## config.mk

```make
export PLATFORM = sky130hd
export DESIGN_NAME = led_matrix_pwm_scan
export DESIGN_NICKNAME = d
export VERILOG_FILES = /design/src/rtl/led_matrix_pkg.sv /design/src/rtl/led_pwm_cmp.sv /design/src/rtl/led_matrix_pwm_scan.sv
export SDC_FILE = /design/constraint.sdc
export NUM_CORES = 1
export LEC_CHECK = 0
export BUFFER_PORTS_ARGS = -buffer_cell sky130_fd_sc_hd__buf_2
export CORE_MARGIN = 8
export CORE_UTILIZATION = 35
export CTS_CLUSTER_SIZE = 10
export DETAILED_ROUTE_END_ITERATION = 6
export PLACE_DENSITY = 0.52
export SYNTH_ARGS = -nofsm -noshare
export SYNTH_HDL_FRONTEND = slang
export SYNTH_SLANG_ARGS = --single-unit
```

## constraint.sdc

```tcl
create_clock -name clk -period 15.35 [get_ports clk]
set_clock_uncertainty 0.15 [all_clocks]
set_input_delay 3.07 -clock clk [delete_from_list [all_inputs] [get_ports clk]]
set_output_delay 3.07 -clock clk [all_outputs]
set_load 0.03 [all_outputs]
```

## src/rtl/led_matrix_pkg.sv

```systemverilog
// Shared constants and helpers for the multiplexed LED-matrix PWM driver.
// Default geometry, scan-period figures, idle pad levels and the frame index helper.
package led_matrix_pkg;

    localparam int DEF_ROWS       = 4;
    localparam int DEF_COLS       = 4;
    localparam int DEF_PWM_BITS   = 8;
    localparam int DEF_SLOT_CLKS  = 32;
    localparam int DEF_BLANK_CLKS = 2;

    // One full column scan, and one full PWM frame (every phase value visited once)
    localparam int SCAN_CLKS      = DEF_SLOT_CLKS * DEF_COLS;
    localparam int PWM_FRAME_CLKS = SCAN_CLKS * (2 ** DEF_PWM_BITS);

    // Per-bit idle levels: anodes are active-low, cathode enables active-high
    localparam logic ALED_OFF = 1'b1;
    localparam logic KLED_OFF = 1'b0;

    // Flat frame index of the LED at (row, col)
    function automatic int led_idx(input int row, input int col, input int cols);
        return (row * cols) + col;
    endfunction

endpackage

```

## src/rtl/led_pwm_cmp.sv

```systemverilog
// Per-row PWM comparator: turns a brightness value and the running phase into an on bit.
// Optional global dimming is compiled in with the LED_GLOBAL_DIM_EN macro; without it the
// dim input is ignored and no multiplier exists.
module led_pwm_cmp #(
    parameter int PWM_BITS = 8
) (
    input  logic [PWM_BITS-1:0] value,
    input  logic [7:0]          dim,
    input  logic [PWM_BITS-1:0] phase,
    output logic                on
);

`ifdef LED_GLOBAL_DIM_EN
    logic [PWM_BITS+8:0] prod_s;
    logic [PWM_BITS-1:0] eff_s;

    // Scale by (dim+1)/256 so dim=255 is identity, then compare against the phase
    always_comb begin
        prod_s = (PWM_BITS+9)'(value) * (PWM_BITS+9)'({1'b0, dim} + 9'd1);
        eff_s  = prod_s[PWM_BITS+7:8];
        on     = (eff_s > phase);
    end
`else
    logic unused_dim_s;

    assign unused_dim_s = ^dim;

    // Undimmed: LED is on while its value exceeds the phase, so value 0 never lights
    always_comb begin
        on = (value > phase);
    end
`endif

endmodule

```

## src/rtl/led_matrix_pwm_scan.sv

```systemverilog
// Multiplexed LED-matrix driver with per-LED PWM brightness and a double-buffered frame.
// A new frame waits in the pending buffer and is swapped into the active buffer only at the
// end of a full column scan, so a scan never mixes two frames. Each column slot begins with a
// short all-off window to suppress ghosting. Optional macro: LED_GLOBAL_DIM_EN (global dim).
module led_matrix_pwm_scan
    import led_matrix_pkg::*;
#(
    parameter int ROWS       = DEF_ROWS,
    parameter int COLS       = DEF_COLS,
    parameter int PWM_BITS   = DEF_PWM_BITS,
    parameter int SLOT_CLKS  = DEF_SLOT_CLKS,
    parameter int BLANK_CLKS = DEF_BLANK_CLKS
) (
    input  logic                         clk,
    input  logic                         rst,
    input  logic [ROWS*COLS*PWM_BITS-1:0] frame_data,
    input  logic                         frame_load,
    input  logic [7:0]                   dim,
    output logic [COLS-1:0]              aled,
    output logic [ROWS-1:0]              kled_tri,
    output logic                         swap_done,
    output logic                         scan_sync
);

    localparam int FRAME_W = ROWS * COLS * PWM_BITS;
    localparam int SLOT_W  = $clog2(SLOT_CLKS);
    localparam int COL_W   = (COLS > 1) ? $clog2(COLS) : 1;

    localparam logic [SLOT_W-1:0] SLOT_LAST = SLOT_W'(SLOT_CLKS - 1);
    localparam logic [SLOT_W-1:0] BLANK_END = SLOT_W'(BLANK_CLKS);
    localparam logic [COL_W-1:0]  COL_LAST  = COL_W'(COLS - 1);

    logic [SLOT_W-1:0]   slot_cnt_r;
    logic [COL_W-1:0]    col_r;
    logic [PWM_BITS-1:0] phase_r;
    logic [FRAME_W-1:0]  pending_r;
    logic [FRAME_W-1:0]  active_r;
    logic                pending_flag_r;
    logic                swapped_r;
    logic [COLS-1:0]     aled_r;
    logic [ROWS-1:0]     kled_tri_r;
    logic                swap_done_r;
    logic                scan_sync_r;

    logic                slot_wrap_s;
    logic                swap_point_s;
    logic                lit_s;
    logic [PWM_BITS-1:0] row_val_s [ROWS];
    logic [ROWS-1:0]     on_s;
    logic [COLS-1:0]     aled_s;
    logic [ROWS-1:0]     kled_s;

    assign slot_wrap_s  = (slot_cnt_r == SLOT_LAST);
    assign swap_point_s = slot_wrap_s && (col_r == COL_LAST);

    // Slot, column and PWM phase counters; phase advances once per full scan
    always_ff @(posedge clk or posedge rst) begin
        if (rst) begin
            slot_cnt_r <= '0;
            col_r      <= '0;
            phase_r    <= '0;
        end else if (slot_wrap_s) begin
            slot_cnt_r <= '0;
            if (col_r == COL_LAST) begin
                col_r   <= '0;
                phase_r <= phase_r + PWM_BITS'(1);
            end else begin
                col_r <= col_r + COL_W'(1);
            end
        end else begin
            slot_cnt_r <= slot_cnt_r + SLOT_W'(1);
        end
    end

    // Double buffer: loads land in pending, and reach active only at the scan boundary.
    // A load on the boundary itself bypasses pending so it is neither lost nor shown twice.
    always_ff @(posedge clk or posedge rst) begin
        if (rst) begin
            pending_r      <= '0;
            active_r       <= '0;
            pending_flag_r <= 1'b0;
            swapped_r      <= 1'b0;
        end else begin
            swapped_r <= 1'b0;
            if (swap_point_s && frame_load) begin
                active_r       <= frame_data;
                pending_flag_r <= 1'b0;
                swapped_r      <= 1'b1;
            end else if (swap_point_s && pending_flag_r) begin
                active_r       <= pending_r;
                pending_flag_r <= 1'b0;
                swapped_r      <= 1'b1;
            end else if (frame_load) begin
                pending_r      <= frame_data;
                pending_flag_r <= 1'b1;
            end
        end
    end

    // Pick each row's brightness for the column currently being scanned
    always_comb begin
        for (int r = 0; r < ROWS; r++) begin
            row_val_s[r] = active_r[led_idx(r, int'(col_r), COLS)*PWM_BITS +: PWM_BITS];
        end
    end

    for (genvar r = 0; r < ROWS; r++) begin : g_row
        led_pwm_cmp #(.PWM_BITS(PWM_BITS)) u_cmp (
            .value (row_val_s[r]),
            .dim   (dim),
            .phase (phase_r),
            .on    (on_s[r])
        );
    end

    // Next pad state: everything off in the blank window, one anode low while lit
    always_comb begin
        lit_s  = (slot_cnt_r >= BLANK_END);
        aled_s = {COLS{ALED_OFF}};
        kled_s = {ROWS{KLED_OFF}};
        if (lit_s) begin
            aled_s[col_r] = ~ALED_OFF;
            kled_s        = on_s;
        end else begin
            aled_s = {COLS{ALED_OFF}};
            kled_s = {ROWS{KLED_OFF}};
        end
    end

    // Output registers: pads and pulses follow the previous cycle's counter state
    always_ff @(posedge clk or posedge rst) begin
        if (rst) begin
            aled_r      <= {COLS{ALED_OFF}};
            kled_tri_r  <= {ROWS{KLED_OFF}};
            swap_done_r <= 1'b0;
            scan_sync_r <= 1'b0;
        end else begin
            aled_r      <= aled_s;
            kled_tri_r  <= kled_s;
            swap_done_r <= swapped_r;
            scan_sync_r <= (slot_cnt_r == '0) && (col_r == '0);
        end
    end

    assign aled      = aled_r;
    assign kled_tri  = kled_tri_r;
    assign swap_done = swap_done_r;
    assign scan_sync = scan_sync_r;

endmodule
```

After elaboration in Yosys (flattened, before gate mapping)
Cells that the tools add are included.
{"block": "word_totals", "register_bits": 283, "latchBits": 0, "mem_bits_rw": 0, "rom_bits": 0, "inputBits": 139, "out_inout_bits": 10, "word_cells": 57, "mem_count": 0}
{"block": "op_classes", "add_sub_neg": 6, "mul": 0, "div_mod_pow": 0, "n_lt_le_gt_ge": 7, "eq_ne": 2, "shifts": 4, "n_mux": 13, "bitwise_logic": 3, "reduce_logical": 11}
{"op": "128-bit 2-to-1 mux", "n": 2}
{"op": "128-bit by 9-bit variable part select with 8-bit output", "n": 2}
{"op": "128-bit by 6-bit variable part select with 8-bit output", "n": 1}
{"op": "128-bit by 8-bit variable part select with 8-bit output", "n": 1}
{"op": "8-bit greater-than comparator", "n": 4}
{"op": "4-bit by 2-bit adder with 5-bit output, first input constant", "n": 2}
{"op": "8-bit by 1-bit adder with 8-bit output, second input constant", "n": 1}
{"op": "4-bit 2-to-1 mux", "n": 2}
{"op": "1-bit 2-to-1 mux", "n": 6}
{"op": "5-bit by 1-bit adder with 5-bit output, second input constant", "n": 1}
{"op": "5-bit == test, second input constant", "n": 1}
{"op": "5-bit by 2-bit greater-or-equal comparator with 1-bit output, second input constant", "n": 1}
{"op": "1-bit logical AND", "n": 5}
{"op": "5-bit logical NOT", "n": 1}
{"op": "5-bit 2-to-1 mux", "n": 1}
{"op": "3-bit by 2-bit adder with 4-bit output, first input constant", "n": 1}
{"op": "4-bit inverter", "n": 1}
{"op": "2-bit by 3-bit < comparator with 1-bit output, second input constant", "n": 1}
{"op": "3-bit AND reduction", "n": 1}
{"op": "3-bit nonzero test", "n": 1}
{"op": "2-bit by 1-bit adder with 2-bit output, second input constant", "n": 1}
{"op": "1-bit demux with 2-bit select", "n": 1}
{"op": "2-bit == test, second input constant", "n": 1}
{"op": "2-bit by 1-bit greater-or-equal comparator with 1-bit output, second input constant", "n": 1}
{"op": "other kinds (5)", "n": 6}

Depth between registers and ports, before layout
Gate-level depths: netlist (run 1).
{"block": "depth", "word_depth": 6, "depth_mapped": 11, "depth_no_buf": 7}

Modules after synthesis
From an unflattened synthesis (run 1), not the netlist that was laid out.
{"block": "hier_totals", "cells_unflattened": 1080, "area_unflattened_um2": 12876.1}
{"mod": "led_matrix_pwm_scan", "instances": 1, "cells_per_inst": 972, "area_each_um2": 12029.0}
{"mod": "led_pwm_cmp at g_row[1].u_cmp ...", "instances": 3, "cells_per_inst": 27, "area_each_um2": 210.2}
{"mod": "led_pwm_cmp at g_row[0].u_cmp", "instances": 1, "cells_per_inst": 27, "area_each_um2": 216.5}

Least setup slack after synthesis (run 1)
OpenSTA, ideal clock, no wires.
{"block": "synth_path", "path_kind": "input to register", "startpoint": "input port frame_load", "endpoint": "register pending_r[100]", "setup_ns": 0.125, "t_arrival_ns": 3.811, "t_required_ns": 15.075, "setup_slack_ns": 11.264, "path_stages": 4, "path_cell_list": "and2_4 > buf_12 > buf_12 > mux2_4"}
{"block": "synth_via", "elab_chain_cells": 3}
{"element": "start: declaration", "line_no": "led_matrix_pwm_scan.sv:17", "source": "input logic frame_load,"}
{"element": "1-bit logical AND", "line_no": "led_matrix_pwm_scan.sv:85", "source": "if (swap_point_s && frame_load) begin"}
{"element": "1-bit inverter (no source line)"}
{"element": "3-bit AND reduction (no source line) *"}
{"element": "end signal: assignment", "line_no": "led_matrix_pwm_scan.sv:94", "source": "pending_r <= frame_data;"}
{"element": "end: declaration", "line_no": "led_matrix_pwm_scan.sv:36", "source": "logic [FRAME_W-1:0] pending_r;"}
Mark *: on every way between the ends. The rest lies on a longest branch, timed or not.
A chain may end at the register's enable or synchronous reset.

Final worst setup path (run 1)
{"block": "layout_path", "startpoint": "input port frame_load", "endpoint": "register pending_r[123]"}
Same word-level chain as after synthesis.

==> results of run 1 <==
[worst min-delay path by stage]
stage / startpoint / end / slack (ns) / cells after the start
after floorplan: swapped_r / swap_done / 0.18 / 0
after global placement: swapped_r / swap_done / 0.18 / 0
after detailed placement: swapped_r / swap_done / 0.18 / 0
after CTS: swapped_r / swap_done / 0.20 / 0
after global routing: swapped_r / swap_done / 0.21 / 0
final: swapped_r / swap_done / 0.20 / 0
[flip-flops by register name, summed over array words and instances, names as in the netlist]
register        count
active_r          128
pending_r         128
phase_r             8
slot_cnt_r          5
aled                4
kled_tri            4
col_r               2
pending_flag_r      1
scan_sync           1
swap_done           1
swapped_r           1
[stage by stage]
step / util (%) / area (µm²)
5_1_grt: 40.18 / 16370
3_3_place_gp: 37.35 / 15220
2_1_floorplan: - / 14430
6_report: 40.18 / 16370
3_5_place_dp: 37.35 / 15220
4_1_cts: 40.18 / 16370
[worst reg2reg max path: stages, from the launching register on]
cell	delay, ns
dfrtp_1	0.41
ha_1	0.23
and3_1	0.18
ha_1	0.31
nand2_4	0.58
and2_4	0.94
buf_4	0.81
mux2_2	0.46
[logic make-up after synthesis]
kind of cell,share of synthesized area [%]
compound gates,10.27
simple gates,13.05
xor+xnor,0.5465
mux,18.11
flops,49.13
buf+inv,5.343
fa+ha+maj,3.556
[layer usage]
layer	up-vias	routed length, µm	GRT usage (%)
li1	4487	-	-
met1	4708	17960	21.53
met2	162	16860	24.04
met3	64	1352	2.946
met4	8	1051	5.805
met5	-	46	0
[synth_stat cells, types with 2 or more instances]
cell type	number	area, µm²
a211oi_1	4	30.03
a21o_1	4	30.03
a21oi_1	136	680.7
and3_1	3	18.77
and3b_1	127	1112
buf_12	11	220.2
buf_2	32	160.2
buf_4	6	45.04
buf_6	14	157.7
clkbuf_1	32	120.1
dfrtp_1	279	6982
dfstp_2	4	105.1
ha_1	41	513.0
inv_1	18	67.56
mux2_2	8	90.09
mux2_4	120	1802
mux4_2	32	720.7
nand2_1	137	514.2
nand3_1	2	10.01
nand4_1	9	56.30
nor2_1	15	56.30
nor2b_1	6	37.54
o211ai_1	4	30.03
o21ai_0	120	600.6
o21ai_1	19	95.09
or3_1	2	12.51
xnor2_1	8	70.07
[power groups by stage]
stage | sequential (W) | clock [W] | combinational [W]
after floorplan | 0.000833 | 0 | 0.000151
after global placement | 0.000837 | 0 | 0.000200
after detailed placement | 0.000839 | 0 | 0.000203
after CTS | 0.000827 | 0.000855 | 0.000204
after global routing | 0.000833 | 0.000883 | 0.000223
final | 0.000828 | 0.000830 | 0.000200
[layout make-up]
class                      count  share of cell area (%)
clock buffer                  59                   6.665
clock inverter                 6                  0.3745
inverter                      18                  0.4586
multi-input combinational    805                   40.20
sequential                   283                   43.32
tap                          532                   4.066
timing repair buffer         153                   4.915
==> impl_metrics.env, run 1 <==
export IMPL_cp_endpoint="pending_r[123]"
export IMPL_synth_edff_count=0
export IMPL_path_clk_slew_ns=0.06
export IMPL_hp_class="reg -> reg"
export IMPL_path_cells="buf_6 > and2_4 > buf_4 > mux2_2"
export IMPL_slew_headroom_pct=31.80
export IMPL_grt_pass1_wl_um=58750
export IMPL_path_max_fanout=106
export IMPL_grt_overflow_total=0
export IMPL_slowest_delay_ns=0.92
export IMPL_die_y_um=219.0
export IMPL_firstDrtPassIters=4
export IMPL_cpLargestDelayFamily="buffers and inverters"
export IMPL_critPathKind="in -> reg"
export IMPL_synth_cells=1201
export IMPL_yosysUniqueCellTypes=35
export IMPL_p_sw_w=0.0004474
export IMPL_reg2reg_setup_slack_ns=11.15
export IMPL_io_buffers=140
export IMPL_startpoint_type="input port"
export IMPL_cp_depth=4
export IMPL_tightestPinTransition_ns=1.023
export IMPL_drc=0
export IMPL_drt_wirelength_per_cell_um=20.08
export IMPL_grt_max_degree=107
export IMPL_cts_buffers=37
export IMPL_async_reset_ff_share_pct=100.0
export IMPL_initial_utilization_pct=35.41
export IMPL_avgSynthCellArea_um2=12.01
export IMPL_drv_cap=0
export IMPL_vdd_ir_drop_worst_mv=0.06090
export IMPL_p_seq_share_pct=44.6
export IMPL_rr_worst_depth=7
export IMPL_post_place_ws_ns=9.191
export IMPL_finalCritPeriodShare_pct=36.21
export IMPL_hold_viol_final=0
export IMPL_powerDensity_mw_per_mm2=113.5
export IMPL_status="finished clean"
export IMPL_fmax_mhz=179.9
export IMPL_core_area_mm2=0.04074
export IMPL_combPwrFrac_pct=10.8
export IMPL_report_power_total_w=0.001858
export IMPL_synth_seq_cells=283
export IMPL_ant_nets=0
export IMPL_fin_crit_ns=5.559
export IMPL_mostFrequentLayoutCells="dfrtp_1, buf_2, nand2_1, a21oi_1, and3b_1"
export IMPL_setup_violations=0
export IMPL_rsz0062_at_grt="no"
export IMPL_insertion_delay_ns=0.53
export IMPL_cts_tree="yes"
export IMPL_via_per_inst=5.080
export IMPL_gp_congestion=0.7175
export IMPL_p_int_w=0.001410
export IMPL_cts_sinks=283
export IMPL_pin_count=149
export IMPL_antenna_found_initial=4
export IMPL_post_cts_buffers=0
export IMPL_layout_setup_ws_ns=9.791
export IMPL_arrival_ns=5.82
export IMPL_finalSetupTns_ns=0
export IMPL_dpl_cell_count=1791
export IMPL_synth_nets=1381
export IMPL_nets=1478
export IMPL_worstReg2RegEnd="pending_r[123]"
export IMPL_synth_seq_area_share_pct=49.13
export IMPL_final_common_cell="dfrtp_1"
export IMPL_ys_warnings_count=0
export IMPL_synth_area_mm2=0.01443
export IMPL_cp_slowest_cell="and2_4"
export IMPL_htree_levels=2
export IMPL_dieArea_mm2=0.04797
export IMPL_hpwl_um=23130
export IMPL_crit_required_ns=15.61
export IMPL_drive_gt1_share_pct=28.25
export IMPL_placementRows=74
export IMPL_regArea_mm2=0.007092
export IMPL_cts_buffer_depth=3
export IMPL_pwr_share_clk_pct=44.7
export IMPL_rr_startpoint="slot_cnt_r[0]"
export IMPL_cts_resized=0
export IMPL_critPathBufInv=2
export IMPL_drtIter0Drc=502
export IMPL_wl_um=37270
export IMPL_cts_hold_fix_buffers=0
export IMPL_grt_pass1_vias=9897
export IMPL_cp_end_kind="register"
export IMPL_vias=9429
export IMPL_drv_slew=0
export IMPL_n_antenna_cell=0
export IMPL_die_w_um=219.0
export IMPL_globalRouteTotalUtil_pct=15.57
export IMPL_startpoint="frame_load"
export IMPL_p_sw_share_pct=24.09
export IMPL_finalNonFillerCells=1856
export IMPL_hold_ws_ns=0.1974
export IMPL_cellLeakagePower_nw=7.944
export IMPL_multi_input_area_mm2=0.006580
export IMPL_fill_cells=3942
export IMPL_root_buffer="clkbuf_16"
export IMPL_areaGrowthSynthToFinish_pct=13.48
export IMPL_synth_flop_cell="dfrtp_1"
(Power assumes the default switching activity.)
==> inputs of run 2 (changes only) <==
clock period = 5.2 ns   (was 15.35 ns; I/O delays follow)
==> run 2 against run 1 <==
Against the previous run:
- via count shrank 0.64%
- total power grew to 2.9 times the previous value
- non-clock buffer count is the same
- core utilization is essentially flat
- sequential cell count is the same
- die area is the same
- combinational power grew to 3.0 times the previous value
- register-to-register slack lost 9.3 ns
- clock-buffer cell count shrank 1
==> impl_metrics.env, run 2 (same netlist as run 1, synthesis figures left out) <==
export IMPL_finalSetupTns_ns=0
export IMPL_setup_violations=0
export IMPL_vdd_ir_drop_worst_mv=0.1470
export IMPL_firstDrtPassIters=6
export IMPL_grt_pass1_wl_um=58660
export IMPL_dr_wl_met3_um=1452
export IMPL_drtIter0Drc=465
export IMPL_drv_slew=0
export IMPL_pin_count=149
export IMPL_powerDensity_mw_per_mm2=327.3
export IMPL_startpoint_type="register"
export IMPL_drv_cap=0
export IMPL_cts_tree="yes"
export IMPL_layout_setup_ws_ns=1.865
export IMPL_antenna_found_initial=2
export IMPL_cts_sinks=283
export IMPL_slowest_delay_ns=0.58
export IMPL_hpwl_um=22720
export IMPL_status="finished clean"
export IMPL_nets=1477
export IMPL_cp_end_kind="register"
export IMPL_multi_input_area_mm2=0.006580
export IMPL_path_common_cell="ha_1"
export IMPL_finalCritPeriodShare_pct=64.13
export IMPL_drc=0
export IMPL_n_antenna_cell=0
export IMPL_arrival_ns=3.57
export IMPL_wl_um=36600
export IMPL_slew_headroom_pct=46.28
export IMPL_path_cells="ha_1 > and3_1 > ha_1 > nand2_4 > and2_4 > buf_12 > mux2_4"
export IMPL_final_common_cell="dfrtp_1"
export IMPL_placementRows=74
export IMPL_path_max_fanout=61
export IMPL_mostFrequentLayoutCells="dfrtp_1, buf_2, nand2_1, a21oi_1, and3b_1"
export IMPL_fill_cells=3962
export IMPL_insertion_delay_ns=0.51
export IMPL_globalRouteTotalUtil_pct=15.26
export IMPL_cts_hold_fix_buffers=0
export IMPL_grt_max_degree=135
export IMPL_ant_nets=0
export IMPL_initial_utilization_pct=35.41
export IMPL_htree_levels=2
export IMPL_fmax_mhz=299.9
export IMPL_rsz0062_at_grt="no"
export IMPL_routed_top_layer="met5"
export IMPL_grt_overflow_total=0
export IMPL_post_place_ws_ns=1.833
export IMPL_wl_met2_um=17060
export IMPL_reg_top3="active_r (128), pending_r (128), phase_r (8)"
export IMPL_areaGrowthSynthToFinish_pct=13.36
export IMPL_fin_crit_ns=3.335
export IMPL_met1_length_um=17440
export IMPL_cts_buffer_depth=3
export IMPL_io_buffers=140
export IMPL_die_w_um=219.0
export IMPL_crit_required_ns=5.44
export IMPL_hp_class="reg -> reg"
export IMPL_root_buffer="clkbuf_16"
export IMPL_cp_slowest_cell="and2_4"
export IMPL_post_cts_buffers=0
export IMPL_fin_util_pct=40.14
export IMPL_dieArea_mm2=0.04797
export IMPL_vias=9369
export IMPL_die_y_um=219.0
export IMPL_drive_gt1_share_pct=28.13
export IMPL_cts_resized=0
export IMPL_tightestPinTransition_ns=0.8058
export IMPL_gp_congestion=0.7314
export IMPL_grt_pass1_vias=9933
export IMPL_regArea_mm2=0.007093
export IMPL_critPathKind="reg -> reg"
export IMPL_path_clk_slew_ns=0.06
export IMPL_core_area_mm2=0.04074
export IMPL_cellLeakagePower_nw=7.925
export IMPL_hold_viol_final=0
export IMPL_via_per_inst=5.062
export IMPL_cts_buffers=36
export IMPL_drt_wirelength_per_cell_um=19.77
==> run 2: critical path: cells and delay by family, from the launching register on <==
family        cells  cell delay (ns)
simple gates      3             1.26
buf+inv           1             0.40
fa+ha+maj         2             0.53
flops             1             0.42
mux               1             0.34
==> run 2: per-layer routing <==
| layer | track usage (%) | vias up |
|---|---|---|
| li1 | - | 4475 |
| met1 | 21.69 | 4685 |
| met2 | 24.00 | 155 |
| met3 | 2.671 | 50 |
| met4 | 3.648 | 4 |
| met5 | 0 | - |
==> run 2: cell type report <==
| type | count | area share, % |
|---|---|---|
| Sequential cell | 283 | 43.38 |
| Multi-Input combinational cell | 805 | 40.24 |
| Clock buffer | 58 | 6.512 |
| Timing Repair Buffer | 153 | 5.303 |
| Tap cell | 532 | 4.071 |
| Inverter | 18 | 0.4361 |
| Clock inverter | 2 | 0.06121 |
==> run 2: stage by stage <==
stage	hold slack (ns)	total power (W)	cell area [µm²]	cells
final	0.1991	0.005353	16350	1851
after global routing	0.2170	0.005607	16350	1851
after floorplan	0.1812	0.002906	14430	1201
after global placement	0.1853	0.003063	15280	1791
after CTS	0.2016	0.005436	16350	1851
after detailed placement	0.1847	0.003077	15280	1791
==> run 2: path summary, 6_finish.rpt <==
path,start,endpoint,slack [ns],cells past startpoint
max in group asynchronous,rst,active_r[45],3.22,3
min in group asynchronous,rst,pending_r[16],0.49,2
worst max register to register,slot_cnt_r[1],pending_r[70],1.87,7
worst max-delay path,slot_cnt_r[1],pending_r[70],1.87,7
worst min register to register,swapped_r,swap_done,0.20,0
worst min-delay path,swapped_r,swap_done,0.20,0
==> run 2: power breakdown <==
part / internal (W) / total [W] / switching, W
clock: 0.00139 / 0.00232 / 0.000930
sequential: 0.00236 / 0.00244 / 0.0000837
combinational: 0.000321 / 0.000590 / 0.000269
==> inputs of run 3 (changes only) <==
ABC_AREA = 1   (was default)
clock period = 3.1 ns   (was 5.2 ns; I/O delays follow)
==> run 3 against run 2 <==
Against the previous run:
- combinational power decreased by 12%
- total power increased by 52%
- routed wire length decreased by 3.2%
- core utilization increased by 1.2 points
- synthesized cell count increased by 48%
- clock-buffer cell count decreased by 6
- sequential cell count unchanged
- largest cell class unchanged
- worst setup slack got worse by 1.4 ns
- fmax increased by 26%
- worst hold slack got worse by 0.18 ns
==> impl_metrics.env, run 3 <==
export IMPL_multi_input_area_mm2=0.005553
export IMPL_io_buffers=140
export IMPL_cts_resized=0
export IMPL_powerDensity_mw_per_mm2=508.7
export IMPL_core_area_mm2=0.03865
export IMPL_antenna_found_initial=0
export IMPL_synth_cells=1774
export IMPL_post_place_ws_ns=0.4772
export IMPL_arrival_ns=2.85
export IMPL_n_antenna_cell=0
export IMPL_htree_levels=2
export IMPL_setup_violations=0
export IMPL_synthMuxAreaShare_pct=0
export IMPL_synth_top_area_share_pct=50.92
export IMPL_path_cells="ha_1 > nand2_1 > nor2_1 > ha_1 > nand2_4 > inv_2 > nand2_8 > buf_12 > nand2_1 > o21ai_0 > nand2_1 > o21ai_0"
export IMPL_dpl_instance_area_mm2=0.01495
export IMPL_tightestPinTransition_ns=0.6120
export IMPL_synth_edff_count=0
export IMPL_vdd_ir_drop_worst_mv=0.3256
export IMPL_cp_end_kind="register"
export IMPL_fill_cells=4021
export IMPL_wl_um=35440
export IMPL_layout_setup_ws_ns=0.4592
export IMPL_slew_headroom_pct=59.20
export IMPL_dieArea_mm2=0.04577
export IMPL_synth_adder_area_share_pct=3.741
export IMPL_path_clk_slew_ns=0.06
export IMPL_yosysTopAreaCell="dfrtp_1"
export IMPL_cellLeakagePower_nw=8.592
export IMPL_hold_viol_final=0
export IMPL_final_common_cell="nand2_1"
export IMPL_synth_xor_area_share_pct=0.4471
export IMPL_reg_top3="active_r (128), pending_r (128), phase_r (8)"
export IMPL_cp_depth=12
export IMPL_synth_most_common_cell="nand2_1"
export IMPL_gp_congestion=0.7641
export IMPL_cts_buffers=35
export IMPL_startpoint="slot_cnt_r[1]"
export IMPL_path_common_cell="nand2_1"
export IMPL_reg2reg_setup_slack_ns=0.46
export IMPL_finalNonFillerCells=2409
export IMPL_status="finished clean"
export IMPL_drtIter0Drc=734
export IMPL_mostFrequentLayoutCells="nand2_1, o21ai_0, dfrtp_1, inv_1, buf_2"
export IMPL_drt_wirelength_per_cell_um=14.71
export IMPL_report_power_total_w=0.008118
export IMPL_insertion_delay_ns=0.50
export IMPL_via_per_inst=4.691
export IMPL_synth_seq_cells=283
export IMPL_dpl_cell_count=2354
export IMPL_root_buffer="clkbuf_16"
export IMPL_synth_top_family_by_area="simple AND/OR/NAND/NOR gates"
export IMPL_grt_max_degree=137
export IMPL_synth_area_mm2=0.01371
export IMPL_critPathBufInv=2
export IMPL_drc=0
export IMPL_grt_overflow_total=0
export IMPL_finalCritPeriodShare_pct=85.19
export IMPL_grt_pass1_wl_um=59900
export IMPL_synthTopCellsByCount="nand2_1, o21ai_0, dfrtp_1"
export IMPL_synth_compound_area_share_pct=14.21
export IMPL_cts_buffer_depth=3
export IMPL_placementRows=72
export IMPL_rsz0062_at_grt="no"
export IMPL_synth_flop_cell="dfrtp_1"
export IMPL_cp_slowest_cell="ha_1"
export IMPL_worstReg2RegEnd="active_r[96]"
export IMPL_cts_hold_fix_buffers=0
export IMPL_slowest_delay_ns=0.40
export IMPL_grt_pass1_vias=11290
export IMPL_nets=2053
export IMPL_fin_crit_ns=2.641
export IMPL_synth_seq_area_share_pct=51.68
export IMPL_firstDrtPassIters=5
export IMPL_die_y_um=213.9
export IMPL_regArea_mm2=0.007088
export IMPL_rr_worst_depth=12
export IMPL_vias=11300
export IMPL_fmax_mhz=378.7
export IMPL_avgSynthCellArea_um2=7.729
export IMPL_pin_count=149
export IMPL_yosys_area_share_simple_pct=21.95
export IMPL_ant_nets=0
export IMPL_ys_warnings_count=0
export IMPL_yosysUniqueCellTypes=29
export IMPL_drv_slew=0
export IMPL_synth_area_top_cells="dfrtp_1, nand2_1, o21ai_0, inv_1, ha_1"
export IMPL_hpwl_um=23560
export IMPL_drive_gt1_share_pct=11.58
export IMPL_crit_required_ns=3.31
export IMPL_cpLargestDelayFamily="simple AND/OR/NAND/NOR gates"
export IMPL_synth_nets=1954
export IMPL_async_reset_ff_share_pct=100.0
export IMPL_startpoint_type="register"
export IMPL_areaGrowthSynthToFinish_pct=16.38
export IMPL_design_area_mm2=0.01596
export IMPL_cts_sinks=283
export IMPL_initial_utilization_pct=35.48
export IMPL_hp_class="in -> async"
export IMPL_cts_tree="yes"
export IMPL_die_w_um=213.9
export IMPL_drv_cap=0
export IMPL_critPathKind="reg -> reg"
export IMPL_cp_endpoint="active_r[96]"
export IMPL_post_cts_buffers=0
export IMPL_path_max_fanout=88
export IMPL_globalRouteTotalUtil_pct=15.54
export IMPL_rr_startpoint="slot_cnt_r[1]"
-- run 3: worst register-to-register path: cells and delay by family (launching register included) --
family          cells  cell delay, ns
compound gates      2            0.16
fa+ha+maj           2            0.58
buf+inv             2            0.45
flops               1            0.38
simple gates        6            0.78
-- run 3: worst min path at each step --
stage / startpoint / end / slack, ns
3_3_place_gp: swapped_r / swap_done / 0.18
5_1_grt: rst / pending_r[113] / 0.04
2_1_floorplan: swapped_r / swap_done / 0.18
4_1_cts: rst / pending_r[112] / 0.02
6_report: rst / pending_r[113] / 0.02
3_5_place_dp: swapped_r / swap_done / 0.19
-- run 3: metal layers --
metal,part of all wire (%),vias up,track usage [%]
li1,-,5759,-
met1,50,5312,21.85
met2,45,187,25.06
met3,3.6,43,2.567
met4,1.6,0,2.945
met5,0,-,0
-- run 3: logic make-up (layout without fill, tap and decap cells) --
group / count (synthesis) / in the layout
compound gates: 378 / 378
xor+xnor: 7 / 7
buf+inv: 270 / 387
fa+ha+maj: 41 / 41
flops: 283 / 283
simple gates: 795 / 795
-- run 3: stage by stage --
stage	utilization, %	hold WS [ns]	setup TNS, ns
CTS	41.29	0.02059	0
global route	41.29	0.04120	0
floorplan	-	0.1812	-396.73
detailed placement	38.68	0.1871	0
finish	41.29	0.01703	0
global placement	38.68	0.1820	0
-- run 3: where the power goes --
group / switching (W) / internal, W / leakage [nW]
clock network: 0.00149 / 0.00219 / 0.491
logic: 0.000313 / 0.000205 / 4.41
registers: 0.0000733 / 0.00385 / 3.69
total: 0.00188 / 0.00624 / 8.59
-- run 3: area by class of cell --
cell class / count / area share (%)
Clock buffer: 52 / 6.218
Clock inverter: 3 / 0.09409
Inverter: 166 / 3.936
Multi-Input combinational cell: 1221 / 34.80
Sequential cell: 283 / 44.42
Tap cell: 518 / 4.061
Timing Repair Buffer: 166 / 6.476
